## config.mk

```make
export PLATFORM = sky130hd
export DESIGN_NAME = tut_nios_nios2_qsys_0_oci_dct_ctrl
export DESIGN_NICKNAME = d
export VERILOG_FILES = /design/src/rtl/tut_nios_nios2_qsys_0_oci_dct_ctrl.sv
export SDC_FILE = /design/constraint.sdc
export NUM_CORES = 1
export LEC_CHECK = 0
export BUFFER_PORTS_ARGS = -buffer_cell sky130_fd_sc_hd__clkbuf_2
export CORE_MARGIN = 2
export CORE_UTILIZATION = 57
export CTS_BUF_LIST = sky130_fd_sc_hd__clkbuf_16
export DETAILED_ROUTE_END_ITERATION = 12
export PLACE_DENSITY = 0.85
export SLEW_MARGIN = 20
export SYNTH_ARGS = -nofsm -noshare
export SYNTH_HDL_FRONTEND = slang
export SYNTH_SLANG_ARGS = --single-unit
```

## constraint.sdc

```tcl
create_clock -name clk -period 4.75 [get_ports clk]
set_clock_uncertainty 0.1 [all_clocks]
set_input_delay 0.2375 -clock clk [delete_from_list [all_inputs] [get_ports clk]]
set_output_delay 0.2375 -clock clk [all_outputs]
set_load 0.02 [all_outputs]
```

## src/rtl/tut_nios_nios2_qsys_0_oci_dct_ctrl.sv

```systemverilog
// tut_nios_nios2_qsys_0_oci_dct_ctrl: packs trace items into words and streams them to the trace RAM writer
module tut_nios_nios2_qsys_0_oci_dct_ctrl #(
  parameter int ITEM_W = 2,
  parameter int ITEMS  = 15,
  parameter int ADDR_W = 7,
  parameter int WRAP   = 1
) (
  input  logic                                           clk,
  input  logic                                           reset,
  input  logic                                           trc_on,
  input  logic                                           item_valid,
  input  logic [ITEM_W-1:0]                              item_data,
  output logic                                           item_ready,
  input  logic                                           flush_req,
  input  logic                                           trc_stop,
  output logic                                           tw_valid,
  output logic [$clog2(ITEMS+1)+ITEM_W*ITEMS-1:0]        tw_data,
  output logic [ADDR_W-1:0]                              tw_addr,
  input  logic                                           tw_ready,
  output logic [ITEM_W*ITEMS-1:0]                        dct_buffer,
  output logic [$clog2(ITEMS+1)-1:0]                     dct_count,
  output logic                                           trc_wrap,
  output logic                                           trc_full,
  output logic                                           test_ending,
  output logic                                           test_has_ended
);
  localparam int BW = ITEM_W * ITEMS;
  localparam int CW = $clog2(ITEMS + 1);
  typedef enum logic [1:0] {PACK, EMIT, DRAIN, DONE} state_t;
  state_t            state_q;
  logic              stop_q;
  logic              valid_q, wrap_q, full_q, ending_q, ended_q;
  logic [CW+BW-1:0]  data_q;
  logic [ADDR_W-1:0] addr_q;
  logic [BW-1:0]     buf_q, buf_d;
  logic [CW-1:0]     cnt_q, cnt_d;
  logic              acc, last;
  assign item_ready     = (state_q == PACK) & trc_on & ~full_q;
  assign acc            = item_valid & item_ready;
  assign last           = &addr_q;
  // the incoming item lands in the slot indexed by the current count
  assign buf_d          = buf_q | (acc ? BW'(item_data) << (ITEM_W * int'(cnt_q)) : '0);
  assign cnt_d          = cnt_q + CW'(acc);
  assign tw_valid       = valid_q;
  assign tw_data        = data_q;
  assign tw_addr        = addr_q;
  assign dct_buffer     = buf_q;
  assign dct_count      = cnt_q;
  assign trc_wrap       = wrap_q;
  assign trc_full       = full_q;
  assign test_ending    = ending_q;
  assign test_has_ended = ended_q;
  always_ff @(posedge clk) begin
    if (reset) begin
      state_q  <= PACK;
      stop_q   <= 1'b0;
      valid_q  <= 1'b0;
      data_q   <= '0;
      addr_q   <= '0;
      buf_q    <= '0;
      cnt_q    <= '0;
      wrap_q   <= 1'b0;
      full_q   <= 1'b0;
      ending_q <= 1'b0;
      ended_q  <= 1'b0;
    end else begin
      case (state_q)
        PACK: begin
          buf_q <= buf_d;
          cnt_q <= cnt_d;
          if (trc_stop) begin
            state_q  <= DRAIN;
            ending_q <= 1'b1;
          end else if (cnt_d == CW'(ITEMS) || (flush_req && cnt_d != '0)) begin
            state_q <= EMIT;
            valid_q <= 1'b1;
            data_q  <= {cnt_d, buf_d};
          end
        end
        EMIT: begin
          if (trc_stop) begin
            stop_q   <= 1'b1;
            ending_q <= 1'b1;
          end
          if (tw_ready) begin
            valid_q <= 1'b0;
            buf_q   <= '0;
            cnt_q   <= '0;
            if (last && WRAP == 0) full_q <= 1'b1;
            else addr_q <= addr_q + 1'b1;
            if (last && WRAP != 0) wrap_q <= 1'b1;
            if ((last && WRAP == 0) || stop_q || trc_stop) begin
              state_q  <= DONE;
              ending_q <= 1'b0;
              ended_q  <= 1'b1;
            end else state_q <= PACK;
          end
        end
        DRAIN: begin
          if (cnt_q != '0) begin
            state_q <= EMIT;
            valid_q <= 1'b1;
            data_q  <= {cnt_q, buf_q};
            stop_q  <= 1'b1;
          end else begin
            state_q  <= DONE;
            ending_q <= 1'b0;
            ended_q  <= 1'b1;
          end
        end
        default: state_q <= DONE;
      endcase
    end
  end
endmodule

```

==> summary.log <==
INFO  route          route.detailed.wl_per_inst=16.50um
INFO  cts            cts_max_path_buffers=2
INFO  synthesis      synth.largest_area_cell=dfxtp_1
INFO  setup_path     critical_path_peak_fanout=16
INFO  global_route   maximum_number_of_pins_on_one_net_before_global_route_repair=50
INFO  finish         antenna_cells_inserted=0
INFO  synthesis      area_share_of_fa_ha_maj_cells_after_synthesis=0.02454
INFO  finish         nets=499
INFO  global_route   grtUsageTotal=0.2694
INFO  cts            clk_root_buffer_cell=clkbuf_16
INFO  synthesis      synth_area_per_cell=8.661um^2
INFO  synthesis      syn_inst=412
INFO  cts            clkLatencyLatePin=0.33ns
INFO  route          dr.pass1.iters=5
INFO  cts            cts.htree.levels=3
INFO  cts            post_cts_resized=0
INFO  route          routed-via-count=3400
INFO  global_route   grt_first_pass_wirelength=15210um
INFO  finish         multi_input_area=0.001693mm^2
INFO  sta            grt_setup_unrepaired=no
INFO  setup_path     cp.required=4.88ns
INFO  synthesis      post-synth-top-count-cell=dfxtp_1
INFO  floorplanning  i_o_pin_count=90
INFO  synthesis      synthesis.area=0.003568mm^2
INFO  sta            timing.hold.ws=0.1839ns
INFO  synthesis      postSynth.topFlopCell=dfxtp_1
INFO  finish         area_growth=20.09%
INFO  route          first_iter_violations=295
INFO  route          count_of_unresolved_drc_violations_after_routing=0
INFO  synthesis      synth_edf_count=0
INFO  setup_path     crit_path_start_kind=flip-flop
INFO  power          static_leakage=1.830nW
INFO  placed_design  dpl.hpwl=6323um
INFO  synthesis      yosys_warnings=0
INFO  power          worst_ir_drop_vdd=0.3005mV
INFO  sta            timing_hold_violations_final=0
INFO  floorplanning  initial_utilization=0.5957
INFO  floorplanning  design.die.area=0.006909mm^2
INFO  synthesis      post_synthesis_xor_xnor_area_fraction=0.02454
INFO  sta            final_min_period_over_clock_period=0.7202
INFO  synthesis      post_synth_and_or_nand_nor_area_fraction=0.1637
INFO  flow_run       cap_viol_max_count=0
INFO  route          post_drt_via_cell_ratio=6.039
INFO  setup_path     crit_path_end_kind=flip-flop
INFO  placed_design  gp_congestion=0.8985
INFO  sta            crit_path_time_final=3.421ns
INFO  synthesis      synth-seq-cells=82
INFO  floorplanning  chipHeight=83.12um
INFO  synthesis      synth_mux_area_frac=0.008766
INFO  synthesis      synth.lib_cells_used.distinct=47
INFO  global_route   grt_antenna_before_repair=0
INFO  synthesis      synth_top_cells_by_count=82 x dfxtp_1, 63 x nor2_1, 46 x a21oi_1, 30 x a211oi_1, 24 x inv_1
INFO  synthesis      synth_compound_gate_area_share=0.2518
INFO  setup_path     worst-setup-path-type=flip-flop to flip-flop
INFO  sta            fmax=292.3MHz
INFO  placed_design  port_buffers=88
INFO  cts            clkSlewWorstSetupHoldPaths=0.06ns
INFO  synthesis      yosysSeqAreaShare=0.4600
INFO  synthesis      dominant_combinational_cell_family_by_area_after_synthesis=compound AO/OA/AOI/OAI gates
INFO  synthesis      post-synth-top-area-fraction=0.4600
INFO  cts            cts_num_sinks=82
INFO  synthesis      synthesis.nets=428
INFO  cts            numCtsBuffers=9
INFO  synthesis      synth_async_sr_flop_share=0
INFO  finish         post_route_cells_drive_above_1_share=0.2357
INFO  floorplanning  core_region_area=0.005991mm^2
INFO  route          final_antenna_net_count=0
INFO  global_route   grt_remaining_overflow=0
INFO  cts            cts_setup_buffers=0
INFO  cts            cts-hold-fix-buffers=0
INFO  power          power_per_cell_area=496.8mW/mm^2
INFO  finish         nFillCells=450
INFO  min_path       hold_path.class=input pin to flip-flop
INFO  floorplanning  placement_rows=28
INFO  power          power.total=2.129mW
INFO  sta            max_slew.worst_pin.slew=1.077ns
INFO  synthesis      netlist_top_cells_area=dfxtp_1 46%, nor2_1 6.6%, a21oi_1 6.5%
INFO  sta            slew-limit-headroom=0.2804
INFO  global_route   via_count_of_the_first_global_routing_pass=3156
INFO  sta            fin_setup_tns=0ns
INFO  finish         ff_latch_area=0.001642mm^2
INFO  status         status=completed
INFO  route          wl=9289um
INFO  setup_path     arrival=3.55ns
INFO  cts            tritoncts_clock_tree=yes
INFO  floorplanning  die_x=83.12um
INFO  sta            slew_violations=0
INFO  sta            setup-violations-final=0
-- flip-flops by register name, summed over array words and instances (netlist names) --
name,count
dct_buffer,30
tw_addr,7
dct_count,4
stop_q,1
tw_valid,1
tw_data,34
trc_wrap,1
test_has_ended,1
state_q,2
test_ending,1
-- stage by stage --
stage	setup WS (ns)	util	instances	area [um^2]
4_1_cts	1.371	0.7153	563	4285
3_3_place_gp	1.573	0.6633	547	3974
2_1_floorplan	2.137	-	412	3568
5_1_grt	1.094	0.7153	563	4285
6_report	1.329	0.7153	563	4285
3_5_place_dp	1.424	0.6633	547	3974
-- worst paths after layout --
check                       from              to  slack (ns)  cells past startpoint
hold reg to reg   test_has_ended  test_has_ended        0.35                      2
setup / recovery      state_q[0]     tw_data[32]        1.33                     11
setup reg to reg      state_q[0]     tw_data[32]        1.33                     11
hold / removal      item_data[0]  dct_buffer[12]        0.18                      3
-- report_power, final --
group,leakage [nW],switching [mW],internal (mW),total (mW)
Combinational,1.01,0.397,0.199,0.596
Clock,0.162,0.266,0.455,0.721
Sequential,0.663,0.0548,0.757,0.812
Total,1.83,0.718,1.41,2.13
-- layer usage --
| metal | GRT usage | routed length (um) |
|---|---|---|
| met3 | 0.05765 | 693 |
| met1 | 0.3446 | 3851 |
| met4 | 0.1073 | 225 |
| met2 | 0.4435 | 4519 |
| met5 | 0 | 0 |
-- cell usage in the layout (no fill, tap or decap), drive strengths merged, types with 4 or more instances in the layout --
cell,count
clkbuf,97
dfxtp,82
nor2,65
a211oi,30
nand2,19
o31ai,5
ha,7
nor3,15
a41oi,4
nor2b,6
xnor2,5
xor2,5
nand2b,9
a21oi,46
inv,26
a221oi,21
o21ai,4
a31oi,7
-- final cells by class --
cell class	instances	area share
multi-input cells	276	0.3950
flip-flops and latches	82	0.3831
repair buffers	90	0.1063
clock buffers	9	0.05255
well taps	75	0.02190
inverters	24	0.02102
clock inverters	7	0.02015
-- critical path: stages (launching register included) --
cell	delay [ns]
dfxtp_1	0.35
inv_1	0.08
ha_1	0.34
and3_1	0.28
ha_1	0.21
ha_1	0.24
xor2_1	0.20
o31a_1	0.32
o211ai_2	0.33
buf_4	0.28
nand2_2	0.23
a221oi_1	0.33
-- cells by family after synthesis --
group           after synthesis
compound gates              129
xor+xnor                     10
simple gates                126
buf+inv                      54
fa+ha+maj                     7
other cells                   1
flops                        82
mux                           3
No activity file was read; power rests on OpenSTA's default activity.
